[config.mk]
export PLATFORM = sky130hd
export DESIGN_NAME = seq_ctrl
export DESIGN_NICKNAME = d
export VERILOG_FILES = /design/src/rtl/seq_pkg.sv /design/src/rtl/seq_ctrl_sw_sync.sv /design/src/rtl/seq_ctrl.sv
export SDC_FILE = /design/constraint.sdc
export NUM_CORES = 1
export LEC_CHECK = 0
export ABC_AREA = 1
export CORE_UTILIZATION = 46
export DETAILED_ROUTE_END_ITERATION = 10
export GPL_TIMING_DRIVEN = 1
export PLACE_DENSITY = 0.84
export SYNTH_ARGS = -nofsm -noshare
export SYNTH_HDL_FRONTEND = slang
export SYNTH_SLANG_ARGS = --single-unit
[constraint.sdc]
create_clock -name i_clk -period 2.5 [get_ports i_clk]
set_input_delay 0.5 -clock i_clk [delete_from_list [all_inputs] [get_ports i_clk]]
set_output_delay 0.5 -clock i_clk [all_outputs]
set_load 0.005 [all_outputs]
[src/rtl/seq_pkg.sv]
// Shared types for the program sequencer.
//   opcode_e  : 3-bit instruction opcodes returned by the instruction memory
//   state_e   : sequencer FSM states
//   op_sel_e  : serial datapath operation select driven during a burst
//   SYNC_STAGES : depth of the switch input synchroniser
package seq_pkg;

    typedef enum logic [2:0] {
        OP_NOP      = 3'b000,
        OP_STALL    = 3'b001,
        OP_MUL_YD   = 3'b010,
        OP_MUL_X1D  = 3'b011,
        OP_ADD_YX   = 3'b100,
        OP_RSVD     = 3'b101,
        OP_WAIT_OFF = 3'b110,
        OP_WAIT_ON  = 3'b111
    } opcode_e;

    typedef enum logic [2:0] {
        FETCH,
        SERIAL,
        STALL,
        WAIT_ON,
        WAIT_OFF
    } state_e;

    typedef enum logic [1:0] {
        SEL_NONE    = 2'b00,
        SEL_MUL_YD  = 2'b01,
        SEL_MUL_X1D = 2'b10,
        SEL_ADD_YX  = 2'b11
    } op_sel_e;

    localparam int SYNC_STAGES = 2;

    // Map a serial-arithmetic opcode onto the datapath select; anything
    // else selects no operation.
    function automatic op_sel_e op_to_sel(input opcode_e op);
        op_sel_e sel;
        sel = SEL_NONE;
        case (op)
            OP_MUL_YD:  sel = SEL_MUL_YD;
            OP_MUL_X1D: sel = SEL_MUL_X1D;
            OP_ADD_YX:  sel = SEL_ADD_YX;
            default:    sel = SEL_NONE;
        endcase
        return sel;
    endfunction

endpackage

[src/rtl/seq_ctrl_sw_sync.sv]
// Multi-flop synchroniser for the asynchronous switch input.
//   i_clk  : clock, rising edge
//   i_rst  : asynchronous active-high reset, clears every stage to 0
//   i_sw   : raw asynchronous switch
//   o_sw_s : synchronised switch, lags i_sw by STAGES clock edges
module sw_sync
    import seq_pkg::*;
#(
    parameter int STAGES = SYNC_STAGES
) (
    input  logic i_clk,
    input  logic i_rst,
    input  logic i_sw,
    output logic o_sw_s
);

    logic [STAGES-1:0] sync_q;

    always_ff @(posedge i_clk or posedge i_rst) begin
        if (i_rst) begin
            sync_q <= '0;
        end else begin
            sync_q <= {sync_q[STAGES-2:0], i_sw};
        end
    end

    assign o_sw_s = sync_q[STAGES-1];

endmodule

[src/rtl/seq_ctrl.sv]
// Program sequencer for the bit-serial datapath.
// Fetches 3-bit opcodes from an 8-entry instruction memory addressed by o_pc,
// times serial MAC/ADD bursts, fixed stalls and switch waits, and issues the
// per-bit strobes consumed by the bit-serial arithmetic unit.
//   i_clk     : clock, rising edge
//   i_rst     : asynchronous active-high reset
//   i_sw      : external switch, asynchronous to i_clk
//   i_instr   : opcode at o_pc (combinational memory read)
//   o_pc      : program counter
//   o_busy    : high whenever the sequencer is not fetching
//   o_op_en   : serial datapath bit enable
//   o_op_sel  : serial operation select, 00 outside a burst
//   o_bit_idx : current serial bit, LSB first
//   o_first   : bit 0 of a burst
//   o_last    : bit WIDTH-1 of a burst
//   o_done    : one-cycle pulse when the program counter wraps to 0
module seq_ctrl
    import seq_pkg::*;
#(
    parameter int WIDTH        = 8,
    parameter int STALL_CYCLES = 4,
    parameter int PC_W         = 3
) (
    input  logic                     i_clk,
    input  logic                     i_rst,
    input  logic                     i_sw,
    input  logic [2:0]               i_instr,
    output logic [PC_W-1:0]          o_pc,
    output logic                     o_busy,
    output logic                     o_op_en,
    output logic [1:0]               o_op_sel,
    output logic [$clog2(WIDTH)-1:0] o_bit_idx,
    output logic                     o_first,
    output logic                     o_last,
    output logic                     o_done
);

    localparam int BIDX_W  = $clog2(WIDTH);
    localparam int STALL_W = (STALL_CYCLES > 1) ? $clog2(STALL_CYCLES) : 1;

    localparam logic [BIDX_W-1:0]  BIT_LAST   = BIDX_W'(WIDTH - 1);
    localparam logic [STALL_W-1:0] STALL_LOAD = STALL_W'(STALL_CYCLES - 1);
    localparam logic [PC_W-1:0]    PC_LAST    = '1;

    state_e              state_q, state_d;
    logic [PC_W-1:0]     pc_q, pc_d;
    logic [STALL_W-1:0]  stall_q, stall_d;
    logic [BIDX_W-1:0]   bit_q, bit_d;
    op_sel_e             sel_q, sel_d;
    logic                done_q, done_d;
    logic                advance;
    logic                sw_s;

    sw_sync #(
        .STAGES (SYNC_STAGES)
    ) u_sw_sync (
        .i_clk  (i_clk),
        .i_rst  (i_rst),
        .i_sw   (i_sw),
        .o_sw_s (sw_s)
    );

    always_ff @(posedge i_clk or posedge i_rst) begin
        if (i_rst) begin
            state_q <= FETCH;
            pc_q    <= '0;
            stall_q <= '0;
            bit_q   <= '0;
            sel_q   <= SEL_NONE;
            done_q  <= 1'b0;
        end else begin
            state_q <= state_d;
            pc_q    <= pc_d;
            stall_q <= stall_d;
            bit_q   <= bit_d;
            sel_q   <= sel_d;
            done_q  <= done_d;
        end
    end

    always_comb begin
        state_d = state_q;
        pc_d    = pc_q;
        stall_d = stall_q;
        bit_d   = bit_q;
        sel_d   = sel_q;
        done_d  = 1'b0;
        advance = 1'b0;

        case (state_q)
            FETCH: begin
                case (opcode_e'(i_instr))
                    OP_STALL: begin
                        stall_d = STALL_LOAD;
                        state_d = STALL;
                    end
                    OP_MUL_YD, OP_MUL_X1D, OP_ADD_YX: begin
                        sel_d   = op_to_sel(opcode_e'(i_instr));
                        bit_d   = '0;
                        state_d = SERIAL;
                    end
                    OP_WAIT_ON:  state_d = WAIT_ON;
                    OP_WAIT_OFF: state_d = WAIT_OFF;
                    // NOP and the reserved opcode both take a single cycle.
                    default:     advance = 1'b1;
                endcase
            end
            SERIAL: begin
                if (bit_q == BIT_LAST) begin
                    // Clearing select and index here keeps both at zero
                    // for the whole time the datapath is idle.
                    advance = 1'b1;
                    bit_d   = '0;
                    sel_d   = SEL_NONE;
                    state_d = FETCH;
                end else begin
                    bit_d = bit_q + BIDX_W'(1);
                end
            end
            STALL: begin
                if (stall_q == '0) begin
                    advance = 1'b1;
                    state_d = FETCH;
                end else begin
                    stall_d = stall_q - STALL_W'(1);
                end
            end
            WAIT_ON: begin
                if (sw_s) begin
                    advance = 1'b1;
                    state_d = FETCH;
                end
            end
            WAIT_OFF: begin
                if (!sw_s) begin
                    advance = 1'b1;
                    state_d = FETCH;
                end
            end
            default: state_d = FETCH;
        endcase

        // The wrap pulse is registered so it coincides with pc=0 on o_pc.
        if (advance) begin
            pc_d   = pc_q + PC_W'(1);
            done_d = (pc_q == PC_LAST);
        end
    end

    assign o_pc      = pc_q;
    assign o_busy    = (state_q != FETCH);
    assign o_op_en   = (state_q == SERIAL);
    assign o_op_sel  = sel_q;
    assign o_bit_idx = bit_q;
    assign o_first   = o_op_en && (bit_q == '0);
    assign o_last    = o_op_en && (bit_q == BIT_LAST);
    assign o_done    = done_q;

endmodule
==> run metrics, run 1 <==
status=finished, final reports clean; initial antenna violation count=0; Pre-antenna DRT Iters=4; Initial Utilization=0.488; WL/cell=roughly 12 um; reg2reg path depth=8; Yosys cell types=21; placed cells=roughly 160; Die Height=47.4 um; fin. max-slew vios=0; CTS tree=done; P&R area growth vs syn=26.6%; first-pass GRT wire length=approximately 3.5 mm; final hold viol count=0; R2R Setup Slk=950 ps; CTS Buf Count=3; core area=1940 um2; CP Cell Sequence=nor2_2 -> nand2_1 -> inv_2 -> nand2_1 -> nor2_1 -> clkdlybuf4s50_1; Layout Nets=about 150; Achievable Freq=between 0.4 and 0.5 GHz; clock slew at reported path FFs=around 100 ps; DRT iter0 DRCs=18; worst setup path startpoint=state_q[2]$_DFFE_PP0P_; Final min period=between 2000 and 2500 ps; clk sink count=16; Synth warnings=0; wirelength, routed=just over 2 mm; non-filler cells in the finished layout=around 170; CP required=around 2000 ps; top cells by area, synth=dfrtp_1 (42%), nand2_1 (12%), ha_1 (7.9%); TNS Setup=0 ps; R2R Path Start=o_bit_idx[0]$_DFFE_PP0P_; Max-Cap Viols=0; synthesized area=between 900 and 1000 um2; drc violations=0; worst-skew pair later-pin latency=~300 ps; hold crit path type=register to register; Layout Skew=between 9 and 10 ps; Mean Syn Cell Area=approximately 8.1 um2; DPL Wire Length=between 1.5 and 2 mm; # diodes=0; Synth top area share=0.423; antenna viol nets, final=0; CP endpoint=o_first; RSZ-0062 raised after global routing=no; DIE WIDTH=about 47 um; Crit. End Element=output pin; hold_sp=u_sw_sync.sync_q[0]$_DFF_PP0_; Critical Path Max Stage Delay=500 ps; vias in the first global route=slightly below 900; largest net degree at the start of global routing=17; Synthesized Nets=approximately 130; GRT Total Usage=0.228; Crit Path Class=register to output pin; Root Driver=clkbuf_4; period utilisation layout=0.947; grt ovf=0; Peak VDD IR=roughly 0.00056 V; post-layout util=0.617; startpoint types=register; PD cells=approximately 1000 nW/um2; most used cell, CP=nand2_1; Max-slew headroom=0.592; slowest CP cell=clkdlybuf4s50_1; Tightest Pin Transition=611 ps; drt via density=approximately 5; worst flop-to-flop path endpoint=o_pc[1]$_DFFE_PP0P_; Worst Path Arrival=1870 ps; GP Congestion=between 0.7 and 0.8; H-tree lvl count=1; cell taking the most area after synthesis=dfrtp_1; CP Max Fanout=7; Final Total Pwr=0.00125 W; cells after synthesis=around 120; LEAKAGE=~0.63 nW; PnR worst setup slack=approximately 130 ps; #FFs+latches synth=16; Die ar.=roughly 2200 um2; final setup fails=0; register area share after synthesis=0.423; post-placement setup slack=roughly 430 ps; FP Rows=16; Port Buffer Count=18; Top Ports=19; via count=between 800 and 900; CTS Buffer Depth=2; share of layout cells above drive strength 1=0.180
cell usage after synthesis, drive strengths merged:
cell type	count
nand4	1
o21ai	8
o211ai	1
a21boi	1
dfrtp	16
nand2	36
nand3	14
a21oi	3
inv	19
nor2	11
clkinv	1
ha	6
critical path: cells and delay by family, from the launching register on:
| family | cells | cell delay [ps] |
|---|---|---|
| and+or+nand+nor | 4 | 470 |
| buffers and inverters | 2 | 600 |
| DFF | 1 | 480 |
through the flow:
stage	hold slack (ps)	cell area [um2]
after global placement	334	1160
after detailed placement	336	1160
final	358	1200
after CTS	359	1200
after global routing	368	1200
after floorplan	331	947
cell type report:
type / instances / area [um2]
fillers: 185 / 743
multi-input cells: 81 / 467
repair buffers: 18 / 180
well taps: 27 / 33.8
flip-flops and latches: 16 / 402
inverters: 20 / 80.1
clock buffers: 4 / 36.3
layout by cell type (no fill, tap or decap):
master | netlist | routed
nor2_4 | 1 | 1
nand2_2 | 5 | 5
inv_2 | 5 | 5
o21ai_2 | 1 | 1
inv_1 | 14 | 14
clkbuf_8 | 0 | 1
nand4_1 | 1 | 1
o211ai_4 | 1 | 1
nor2_1 | 7 | 7
o21ai_0 | 5 | 5
clkbuf_4 | 0 | 3
ha_1 | 6 | 6
nand2_1 | 30 | 30
a21oi_1 | 2 | 2
a21boi_1 | 1 | 1
nor2_2 | 3 | 3
nand3_1 | 13 | 13
clkinv_4 | 1 | 1
o21ai_1 | 2 | 2
nand3_4 | 1 | 1
dfrtp_1 | 16 | 15
a21oi_2 | 1 | 1
nand2_4 | 1 | 1
clkdlybuf4s50_1 | 0 | 18
dfrtp_2 | 0 | 1
worst min path at each step:
| stage | endpoint | cells after the start |
|---|---|---|
| after detailed placement | u_sw_sync.sync_q[1]$_DFF_PP0_ | 0 |
| after global routing | u_sw_sync.sync_q[1]$_DFF_PP0_ | 0 |
| after global placement | u_sw_sync.sync_q[1]$_DFF_PP0_ | 0 |
| after CTS | u_sw_sync.sync_q[1]$_DFF_PP0_ | 0 |
| after floorplan | u_sw_sync.sync_q[1]$_DFF_PP0_ | 0 |
| final | u_sw_sync.sync_q[1]$_DFF_PP0_ | 0 |
layer usage:
metal	part of all wire	track usage	wire length [um]	vias up
li1	-	-	-	411
met4	0.013	0.103	27	0
met1	0.38	0.221	763	398
met2	0.57	0.449	1140	21
met3	0.038	0.0500	77	4
met5	0	0	0	-
cell families (layout without fill, tap and decap cells):
| kind of cell | count (synthesis) | after routing | synth area share |
|---|---|---|---|
| DFF | 16 | 16 | 0.423 |
| buffers and inverters | 20 | 42 | 0.0845 |
| adders and majority gates | 6 | 6 | 0.0793 |
| AOI/OAI and AO/OA | 13 | 13 | 0.0964 |
| and+or+nand+nor | 62 | 62 | 0.317 |
registers in the layout (all words and copies together) (netlist names):
name              count
o_bit_idx             3
o_done                1
o_op_sel              2
o_pc                  3
stall_q               2
state_q               3
u_sw_sync.sync_q      2
power breakdown:
part	switching (W)	total, W	internal [W]
Sequential	0.0000830	0.000429	0.000346
Combinational	0.000346	0.000647	0.000301
Clock	0.0000870	0.000176	0.0000889
Total	0.000516	0.00125	0.000736
repair_timing:
item	in CTS	in global routing
hold buffers	0	0
setup endpoints to repair	0	1
hold endpoints to repair	0	0
setup buffers	0	0
resized for setup	0	1
Power figures use the tool's default switching activity.
==> run 2: changes to the inputs <==
- CORE_UTILIZATION: 46 -> 53
- PLACE_DENSITY: 0.84 -> 0.93
==> run metrics, run 2 (synthesis results as in run 1) <==
TNS Setup=0 ps; Layout Skew=between 1 and 1.5 ps; vias in the first global route=around 790; Layout Nets=152; antenna viol nets, final=0; DIE WIDTH=~44 um; first-pass GRT wire length=around 3.1 mm; share of layout cells above drive strength 1=0.173; Root Driver=clkbuf_4; initial antenna violation count=0; P&R area growth vs syn=26.0%; Final min period=2340 ps; status=finished, final reports clean; hold crit path type=register to register; Worst Path Arrival=1840 ps; met1 Use GR=0.259; core area=~1600 um2; RSZ-0062 raised after global routing=no; Pre-antenna DRT Iters=4; DPL Wire Length=roughly 1.4 mm; GP Congestion=about 0.82; post-CTS setup buffers=0; WL/cell=about 11 um; FP Rows=14; CP required=about 2000 ps; Initial Utilization=0.594; Peak VDD IR=~0.00076 V; clk sink count=16; CP Max Fanout=6; via count=around 830; period utilisation layout=0.935; GRT Total Usage=0.218; CTS Buffer Depth=2; Top Usage Layer GRT=met2; # diodes=0; Achievable Freq=0.428 GHz; Crit Path Class=register to output pin; drt via density=5.12; Die Height=between 40 and 50 um; Tightest Pin Transition=593 ps; clock slew at reported path FFs=roughly 90 ps; most common cell after layout, fill and taps aside=nand2_1; wirelength, routed=around 1.8 mm; # resized after CTS=0; drc violations=0; # hold bufs at CTS=0; H-tree lvl count=1; commonest non-fill, non-tap cells in the layout=nand2_1 (30), clkdlybuf4s50_1 (18), dfrtp_1 (16), inv_1 (14), nand3_1 (13); largest net degree at the start of global routing=17; CTS tree=done; final hold viol count=0; Die ar.=a little under 2000 um2; GR met2 Demand/Resource=0.376; PD cells=around 1000 nW/um2; startpoint types=register; final setup fails=0; worst-skew pair later-pin latency=290 ps; DRT iter0 DRCs=23; LEAKAGE=roughly 0.63 nW; Port Buffer Count=18; Crit. End Element=output pin; CTS Buf Count=3; Max-Cap Viols=0; met3 usage=0.0245; hold slack=370 ps; fin. max-slew vios=0; Top Ports=19; grt ovf=0; Max-slew headroom=0.605
run 2: cell type report:
| cell class | instances | area, um2 |
|---|---|---|
| inverter | 20 | 80.1 |
| tap | 24 | 30.0 |
| fill | 108 | 400 |
| multi-input combinational | 81 | 467 |
| clock buffer | 4 | 36.3 |
| timing repair buffer | 18 | 180 |
| sequential | 16 | 400 |
run 2: worst paths after layout:
check / from / endpoint / slack, ps / depth (start not counted)
setup / recovery: state_q[0]$_DFFE_PP0P_ / o_first / 160 / 7
max in group asynchronous: i_rst / o_op_sel[0]$_DFFE_PP0P_ / 1560 / 2
setup reg to reg: o_bit_idx[0]$_DFFE_PP0P_ / o_pc[1]$_DFFE_PP0P_ / 1010 / 8
hold reg to reg: u_sw_sync.sync_q[0]$_DFF_PP0_ / u_sw_sync.sync_q[1]$_DFF_PP0_ / 370 / 0
min in group asynchronous: i_rst / o_bit_idx[2]$_DFFE_PP0P_ / 560 / 2
hold / removal: u_sw_sync.sync_q[0]$_DFF_PP0_ / u_sw_sync.sync_q[1]$_DFF_PP0_ / 370 / 0
run 2: per-stage QoR:
| step | instances | utilization | power [W] | area (um2) | setup WS [ps] |
|---|---|---|---|---|---|
| floorplan | 117 | - | 0.000815 | 947 | 1050 |
| global placement | 159 | 0.726 | 0.00104 | 1160 | 575 |
| detailed placement | 159 | 0.726 | 0.00107 | 1160 | 498 |
| CTS | 163 | 0.749 | 0.00125 | 1190 | 173 |
| global route | 163 | 0.749 | 0.00134 | 1190 | 34.2 |
| finish | 163 | 0.749 | 0.00125 | 1190 | 161 |
run 2: power by group:
group | leakage [nW] | internal, W | switching [W]
clock network | 0.0210 | 0.0000889 | 0.0000854
logic | 0.410 | 0.000300 | 0.000345
registers | 0.198 | 0.000344 | 0.0000821
total | 0.629 | 0.000733 | 0.000512
run 2: routing by layer:
layer / share of wire / vias to the layer above / routed length [um]
li1: - / 415 / -
met1: 0.43 / 387 / 791
met2: 0.49 / 26 / 888
met3: 0.048 / 6 / 88
met4: 0.030 / 0 / 55
met5: 0 / - / 0
run 2: worst max-delay path: stages (launching register included):
cell and delay, ps:
dfrtp_1 470, inv_2 80, nor2_2 130, nand2_1 140, inv_2 110, nand2_1 50
nor2_1 70, clkdlybuf4s50_1 500
